[src/rtl/dma_pkg.sv]
// dma_pkg: register offsets, CTRL bit indices, FSM states and SoC decode window for the DMA
package dma_pkg;
  localparam logic [1:0] dma_src_off = 2'd0;
  localparam logic [1:0] dma_dst_off = 2'd1;
  localparam logic [1:0] dma_len_off = 2'd2;
  localparam logic [1:0] dma_ctrl_off = 2'd3;
  localparam int ctrl_start = 0;
  localparam int ctrl_busy = 1;
  localparam int ctrl_done = 2;
  localparam int ctrl_irq_en = 3;
  localparam logic [31:0] dma_base_addr = 32'h3000_0000;
  localparam logic [31:0] dma_top_addr = 32'h3000_000f;
  typedef enum logic [2:0] {IDLE, RD_REQ, RD_WAIT, WR_REQ, WR_WAIT} dma_state_t;
endpackage

[src/rtl/dma.sv]
// dma: word-copy engine with a register port and one-outstanding master port; DMA_IRQ_EN adds the irq
module dma
  import dma_pkg::*;
(
  input  logic        clock,
  input  logic        reset,
  input  logic        dma_valid,
  input  logic        dma_instr,
  input  logic [31:0] dma_addr,
  input  logic [31:0] dma_wdata,
  input  logic [3:0]  dma_wstrb,
  output logic [31:0] dma_rdata,
  output logic        dma_ready,
  output logic        dmem_valid,
  output logic        dmem_instr,
  output logic [31:0] dmem_addr,
  output logic [31:0] dmem_wdata,
  output logic [3:0]  dmem_wstrb,
  input  logic [31:0] dmem_rdata,
  input  logic        dmem_ready,
  output logic        dma_irq
);
  dma_state_t state, state_n;
  logic [31:0] src, dst, len, cur_src, cur_dst, remaining, data;
  logic done, irq_en, ack, rd;
  logic [1:0] rsel;
  logic wr, busy, start, complete;
  logic unused_bits;
  assign unused_bits = ^{dma_instr, dma_addr[31:4], dma_addr[1:0]};
  assign wr = dma_valid && dma_wstrb == 4'hf;
  assign busy = state != IDLE;
  assign start = wr && dma_addr[3:2] == dma_ctrl_off && dma_wdata[ctrl_start] && !busy;
  // an empty transfer finishes on the start edge itself
  assign complete = (start && len == '0) || (state == WR_WAIT && dmem_ready && remaining == 32'd1);
  always_ff @(posedge clock) begin
    if (reset) begin
      src <= '0;
      dst <= '0;
      len <= '0;
      done <= 1'b0;
      irq_en <= 1'b0;
      ack <= 1'b0;
      rd <= 1'b0;
      rsel <= '0;
    end else begin
      ack <= dma_valid;
      rd <= dma_valid && dma_wstrb == 4'h0;
      rsel <= dma_addr[3:2];
      if (wr && !busy && dma_addr[3:2] == dma_src_off) src <= {dma_wdata[31:2], 2'b00};
      if (wr && !busy && dma_addr[3:2] == dma_dst_off) dst <= {dma_wdata[31:2], 2'b00};
      if (wr && !busy && dma_addr[3:2] == dma_len_off) len <= dma_wdata;
      if (wr && dma_addr[3:2] == dma_ctrl_off && dma_wdata[ctrl_done]) done <= 1'b0;
`ifdef DMA_IRQ_EN
      if (wr && dma_addr[3:2] == dma_ctrl_off) irq_en <= dma_wdata[ctrl_irq_en];
`endif
      if (complete) done <= 1'b1;
    end
  end
  always_ff @(posedge clock) begin
    if (reset) begin
      state <= IDLE;
      cur_src <= '0;
      cur_dst <= '0;
      remaining <= '0;
      data <= '0;
    end else begin
      state <= state_n;
      if (start) begin
        cur_src <= src;
        cur_dst <= dst;
        remaining <= len;
      end
      if (state == RD_WAIT && dmem_ready) data <= dmem_rdata;
      if (state == WR_WAIT && dmem_ready) begin
        cur_src <= cur_src + 32'd4;
        cur_dst <= cur_dst + 32'd4;
        remaining <= remaining - 32'd1;
      end
    end
  end
  always_comb begin
    state_n = state == IDLE    ? (start && len != '0 ? RD_REQ : IDLE)
            : state == RD_REQ  ? RD_WAIT
            : state == RD_WAIT ? (dmem_ready ? WR_REQ : RD_WAIT)
            : state == WR_REQ  ? WR_WAIT
            : dmem_ready       ? (remaining == 32'd1 ? IDLE : RD_REQ)
            : WR_WAIT;
  end
  always_comb begin
    dmem_valid = state == RD_REQ || state == WR_REQ;
    dmem_instr = 1'b0;
    dmem_addr = state == RD_REQ ? cur_src : state == WR_REQ ? cur_dst : '0;
    dmem_wdata = state == WR_REQ ? data : '0;
    dmem_wstrb = state == WR_REQ ? 4'hf : 4'h0;
    dma_ready = ack;
    dma_rdata = !rd                  ? '0
              : rsel == dma_src_off  ? src
              : rsel == dma_dst_off  ? dst
              : rsel == dma_len_off  ? len
              : {28'd0, irq_en, done, busy, 1'b0};
`ifdef DMA_IRQ_EN
    dma_irq = done & irq_en;
`else
    dma_irq = 1'b0;
`endif
  end
endmodule

[config.mk]
export PLATFORM = sky130hd
export DESIGN_NAME = dma
export DESIGN_NICKNAME = d
export VERILOG_FILES = /design/src/rtl/dma_pkg.sv /design/src/rtl/dma.sv
export SDC_FILE = /design/constraint.sdc
export NUM_CORES = 1
export LEC_CHECK = 0
export ABC_AREA = 1
export ABC_CLOCK_PERIOD_IN_PS = 1900
export CORE_MARGIN = 2
export CORE_UTILIZATION = 54
export DETAILED_ROUTE_END_ITERATION = 10
export GPL_TIMING_DRIVEN = 0
export PLACE_DENSITY = 0.81
export SETUP_SLACK_MARGIN = 0.3
export SYNTH_ARGS = -nofsm -noshare
export SYNTH_HDL_FRONTEND = slang
export SYNTH_SLANG_ARGS = --single-unit
[constraint.sdc]
create_clock -name clock -period 1.9 [get_ports clock]
set_input_delay 0.38 -clock clock [delete_from_list [all_inputs] [get_ports clock]]
set_output_delay 0.38 -clock clock [all_outputs]
set_load 0.005 [all_outputs]
==> impl_results.md, run 1 <==
- Avg Inst Size Synth: 6.29 µm²
- Root buffer selected by CTS: clkbuf_16
- Simple-Gate Fraction of Synth Area: approximately 27%
- Ys Warns: 0
- Maximum clock path buffer count: 3
- Post-synth top flop: dfxtp_1
- Multiplexer share of the synthesized area: less than 1%
- Place WS: -869 ps
- Status: did not finish
- Seq/Total Area, Yosys: 36.1%
- Buffers added on ports: roughly 170
- Post-synth EDFFs: 0
- Initial core utilization: between 50% and 60%
- Pin count of the biggest net entering global routing: 14
- Die X-Extent: roughly 160 µm
- Xor/xnor cell area share of the yosys netlist: less than 1%
- Cells after DPL: 2436
- Largest family of logic cells by synthesized area: simple AND/OR/NAND/NOR gates
- Placer Congestion: around 1.0
- CTS buffer count: 25
- Grt ovf: about 190
- FF+latch count, synth: around 220
- Last stage: global routing (5_1_grt)
- All-Layer GR Usage: between 80 and 90%
- Worst endpoint, post-GRT repair: dma_rdata[12]
- Synthesized area: 12400 µm²
- Antenna violations before repair: 21
- Clock sink total: between 200 and 250
- Run-stopping error: [ERROR GRT-0232] Routing congestion too high. Check the congestion heatmap in the GUI.
- Top Ports: between 200 and 250
- Compound-Gate Fraction of Synth Area: 21.9%
- Gate Count Post-Synth: between 1500 and 2000
- Die H: approximately 160 µm
- WEP type: output port
- Post-DP HPWL: 41300 µm
- Max H-tree Level: 1
- Row count: 55
- Count of cell types in the netlist: 40
- Asr flop ratio synth: 0%
- Post-Synth Adder-Cell Area: less than 1%
synth_stat cells (2+ instances only):
library cell / instances / area, µm²
o21ai_0: 193 / 966
nor2_1: 300 / 1130
buf_6: 3 / 33.8
inv_1: 302 / 1130
nand2_2: 2 / 12.5
nand3_1: 109 / 546
o221ai_1: 16 / 140
a21oi_1: 153 / 766
o211ai_1: 10 / 75.1
nor3_4: 2 / 32.5
nor3_1: 8 / 40.0
nand4_1: 22 / 138
clkbuf_1: 63 / 236
a211oi_1: 31 / 233
buf_4: 11 / 82.6
o22ai_1: 59 / 369
o21ai_1: 6 / 30.0
nand2_1: 382 / 1430
a31oi_1: 12 / 75.1
inv_2: 4 / 15.0
buf_1: 4 / 15.0
xor2_1: 11 / 96.3
a32o_1: 2 / 20.0
dfxtp_1: 224 / 4480
xnor2_1: 2 / 17.5
buf_2: 27 / 135
ha_1: 4 / 50.1
what timing repair did:
| item | 4_1_cts |
|---|---|
| pin swaps | 33 |
| setup buffers | 46 |
| endpoints found under the setup margin | 320 |
| hold buffers | 0 |
| resized for setup | 616 |
| cloned | 8 |
per-layer routing:
| metal | track usage [%] | overflow |
|---|---|---|
| met1 | 85.0 | 17 |
| met2 | 96.5 | 81 |
| met3 | 74.8 | 18 |
| met4 | 84.6 | 68 |
| met5 | 58.8 | 2 |
through the flow:
stage / area [µm²] / hold WS (ps)
after floorplan: 12800 / 430
after global placement: 14800 / 441
after detailed placement: 14800 / 446
after CTS: 16600 / 319
cell families after synthesis:
kind of cell	Yosys count
flip-flops	224
adder cells (fa/ha/maj)	4
XOR/XNOR	13
AO/OA/AOI/OAI	487
multiplexers	1
AND/OR/NAND/NOR	831
buffers and inverters	414
other	1
==> inputs of run 2 (changes only) <==
--- a/config.mk
+++ b/config.mk
@@ -8,11 +8,10 @@
 export ABC_AREA = 1
 export ABC_CLOCK_PERIOD_IN_PS = 1900
 export CORE_MARGIN = 2
-export CORE_UTILIZATION = 54
+export CORE_UTILIZATION = 40
 export DETAILED_ROUTE_END_ITERATION = 10
 export GPL_TIMING_DRIVEN = 0
-export PLACE_DENSITY = 0.81
-export SETUP_SLACK_MARGIN = 0.3
+export PLACE_DENSITY_LB_ADDON = 0.15
 export SYNTH_ARGS = -nofsm -noshare
 export SYNTH_HDL_FRONTEND = slang
 export SYNTH_SLANG_ARGS = --single-unit
==> impl_results.md, run 2 <==
- Status: complete, but fails checks (was did not finish)
- Failing checks: negative setup slack
- Top cells by count, synth: 382 x nand2_1, 302 x inv_1, 300 x nor2_1, 224 x dfxtp_1, 193 x o21ai_0 (unchanged)
- Cells after DPL: 2547 (was 2436)
- Worst Tran Pin Value: between 800 and 900 ps
- Hold path startpoint: dma_addr[2]
- Final Hold Viols: 0
- RSZ-0062 raised after global routing: yes
- Post-synth top flop: dfxtp_1 (unchanged)
- Wire length of the first global-routing pass: 87900 µm
- Sw Ratio: roughly a quarter
- Via count: ~15000
- Pin count of the biggest net entering global routing: 16
- Cell with the most instances after synthesis: nand2_1 (unchanged)
- Synth area leaders: dfxtp_1 36%, nand2_1 12%, inv_1 9.1%, nor2_1 9.1%, o21ai_0 7.8% (unchanged)
- Grt ovf: 0
- Final setup vio count: approximately 160
- Antenna violations before repair: 2
- Gate Count Post-Synth: 1975 (unchanged)
- CTS buffer count: 28 (was 25)
- Critical Path End: dma_rdata[28]
- Layout Nets: between 2000 and 2500
- Detailed-route wire length: about 61000 µm
- Worst-path clk slew: ~60 ps
- First drt pass iteration count: 5
- Place WS: -1150 ps (was -869 ps)
- CP Data Arrival Time: between 1500 and 2000 ps
- Buffers added on ports: 173 (unchanged)
- Worst Setup Path Type: reg2out
- Met1 GRT Util: between 40% and 50%
- Clock sink total: 224 (unchanged)
- Maximum clock path buffer count: 3 (unchanged)
- Die Footprint: between 30000 and 40000 µm²
- Clock Skews: 20.7 ps
- Fraction of the cycle the final worst path needs: 125%
- Slew headroom: approximately 45%
- CP Launch Type: register
- Met2 usage: 55.9%
- Net Switching: 0.00266 W
- CP cell instances: buf_6, nor2_4, inv_4, clkbuf_16, buf_12, o22ai_2, o21ai_2, inv_1, buf_2
- Hold crit path type: in2reg
- CP top delay family: buffers and inverters
- Post-DP HPWL: 44500 µm (was 41300 µm)
- Worst Reg-to-Reg Cells: 12
- M3 GR Usage: 6.67%
- Count of cell types in the netlist: 40 (unchanged)
- Reg-to-reg endpoint: len[5]
- Clk pwr share: between 40% and 50%
- Worst setup margin: -475 ps
- Static Leakage: between 6 and 7 nW
- Slowest stage delay, CP: 360 ps
- Design area: ~18000 µm²
- Core area: about 31000 µm²
- FF+latch count, synth: 224 (unchanged)
- Post-synth EDFFs: 0 (unchanged)
- Crit. path cell count: 9
- Pins Over Slew Limit: 0
- Final TNS setup: -36760 ps
- Max Fclk: about 420 MHz
- Largest area contributor in the synthesized netlist: dfxtp_1 (unchanged)
- Sequential Power Share: between 40% and 50%
- Commonest non-fill, non-tap cell in the layout: nand2_1
- Ys Warns: 0 (unchanged)
- Via density: approximately 5.7
- CP Launch Point: rsel[0]
- Area growth syn-to-layout: 41.3%
- Worst Path Required: roughly 1500 ps
- Placer Congestion: 0.952 (was 1.04)
- Vias in the first global route: between 10000 and 15000
- CP Capture Type: primary output
- P_int: slightly above 0.008 W
- All-Layer GR Usage: a little over a third
- Combinational share of power: approximately 7.1%
- Final Util: 57.4%
- Seq/Total Area, Yosys: 36.1% (unchanged)
- Routed len/inst: around 23 µm
- Placed Area: 14700 µm² (was 14800 µm²)
- Root buffer selected by CTS: clkbuf_16 (unchanged)
- Share of cells above drive strength 1: between 20% and 30%
- TritonCTS clock tree: built
- Worst reg2reg path startpoint: state[2]
- Top Ports: 209 (unchanged)
- Avg Inst Size Synth: 6.29 µm² (unchanged)
- Row count: 64 (was 55)
- CP bufs+invs: 6
- Biggest regs: data x32, len x32, remaining x32
- Maximum VDD drop: 592 µV
- Post-layout min period: ~2400 ps
- Area fraction of the dominant cell type after synthesis: 36.1% (unchanged)
- Max H-tree Level: 1 (unchanged)
- Reg2Reg Setup Slack: -180 ps
- Residual DRC count: 0
- Clk_lat worst skew: between 500 and 600 ps
- Initial drt markers: between 1500 and 2000
- Antenna Nets Post-Route: 0
- GRT Max-Usage Layer: met2
- Synthesized area: 12400 µm² (unchanged)
- Initial core utilization: 40.6% (was 54.8%)
- Die H: 180 µm (was 156 µm)
- Layout Cells excl Fill: between 2000 and 3000
- Crit-path slowest cell: dfxtp_4
- Die X-Extent: 180 µm (was 156 µm)
- Max cap viols: 0
- PD cells: just over 600 nW/µm²
- Asr flop ratio synth: 0% (unchanged)
- Most frequent cells in the layout: 369 x nand2_1, 294 x inv_1, 240 x nor2_1
- Crit Path Max Fanout: 6
==> run 2: cell counts after synthesis <==
No cell type changed its count.
==> run 2: worst min-delay path by stage <==
stage | end | slack (ps) | depth (start not counted)
after global routing | rsel[0] | 310 | 3
after floorplan | data[0] | 430 | 2
after CTS | rsel[0] | 250 | 3
final | rsel[0] | 290 | 3
after detailed placement | data[28] | 440 | 2
after global placement | data[6] | 440 | 2
==> run 2: worst min-delay path: stages <==
cell           delay [ps]
dlygate4sd2_1         330
inv_1                  80
nor2_1                 40
==> run 2: cell families after synthesis <==
| group | after synthesis | share of synthesized area, % |
|---|---|---|
| muxes | 1 | 0.0907 |
| AOI/OAI and AO/OA | 487 | 21.9 |
| buffers and inverters | 414 | 13.3 |
| and+or+nand+nor | 831 | 27.2 |
| other | 1 | 0.0302 |
| DFF | 224 | 36.1 |
| xor gates and xnor gates | 13 | 0.917 |
| adders and majority gates | 4 | 0.403 |
==> run 2: final cells by class <==
class                           count  area [µm²]
Fill cell                        2921       13000
Inverter                          306        1170
Clock inverter                      3        65.1
Antenna cell                        1        2.50
Tap cell                          396         495
Clock buffer                       45         835
Timing Repair Buffer              242        2110
Sequential cell                   224        4510
Multi-Input combinational cell   1340        7400
Buffer                            107         960
==> run 2: power by group through the flow <==
stage	combinational, W	sequential, W	clock [W]
floorplan	0.000215	0.00483	0
global placement	0.000529	0.00483	0
detailed placement	0.000530	0.00483	0
CTS	0.000689	0.00473	0.00533
global route	0.000799	0.00473	0.00552
finish	0.000772	0.00473	0.00533
==> run 2: repair_timing <==
item                       in CTS  in global routing
gates cloned                   10                  7
buffers inserted               33                 26
resized for setup             644                322
pin swaps                      29                 23
setup endpoints to repair     273                231
hold buffers                    0                  0
==> run 2: stage by stage <==
step / total power [W] / hold slack [ps]
final: 0.0108 / 289
after global routing: 0.0110 / 312
after CTS: 0.0107 / 249
after detailed placement: 0.00536 / 445
after global placement: 0.00536 / 439
after floorplan: 0.00504 / 430
==> run 2: metal layers <==
metal  up-vias  wire, µm
met1      7078     25300
met2       908     26800
met5         -        37
li1       6973         -
met3       208      5920
met4         6      3280
No activity file was read; power rests on OpenSTA's default activity.
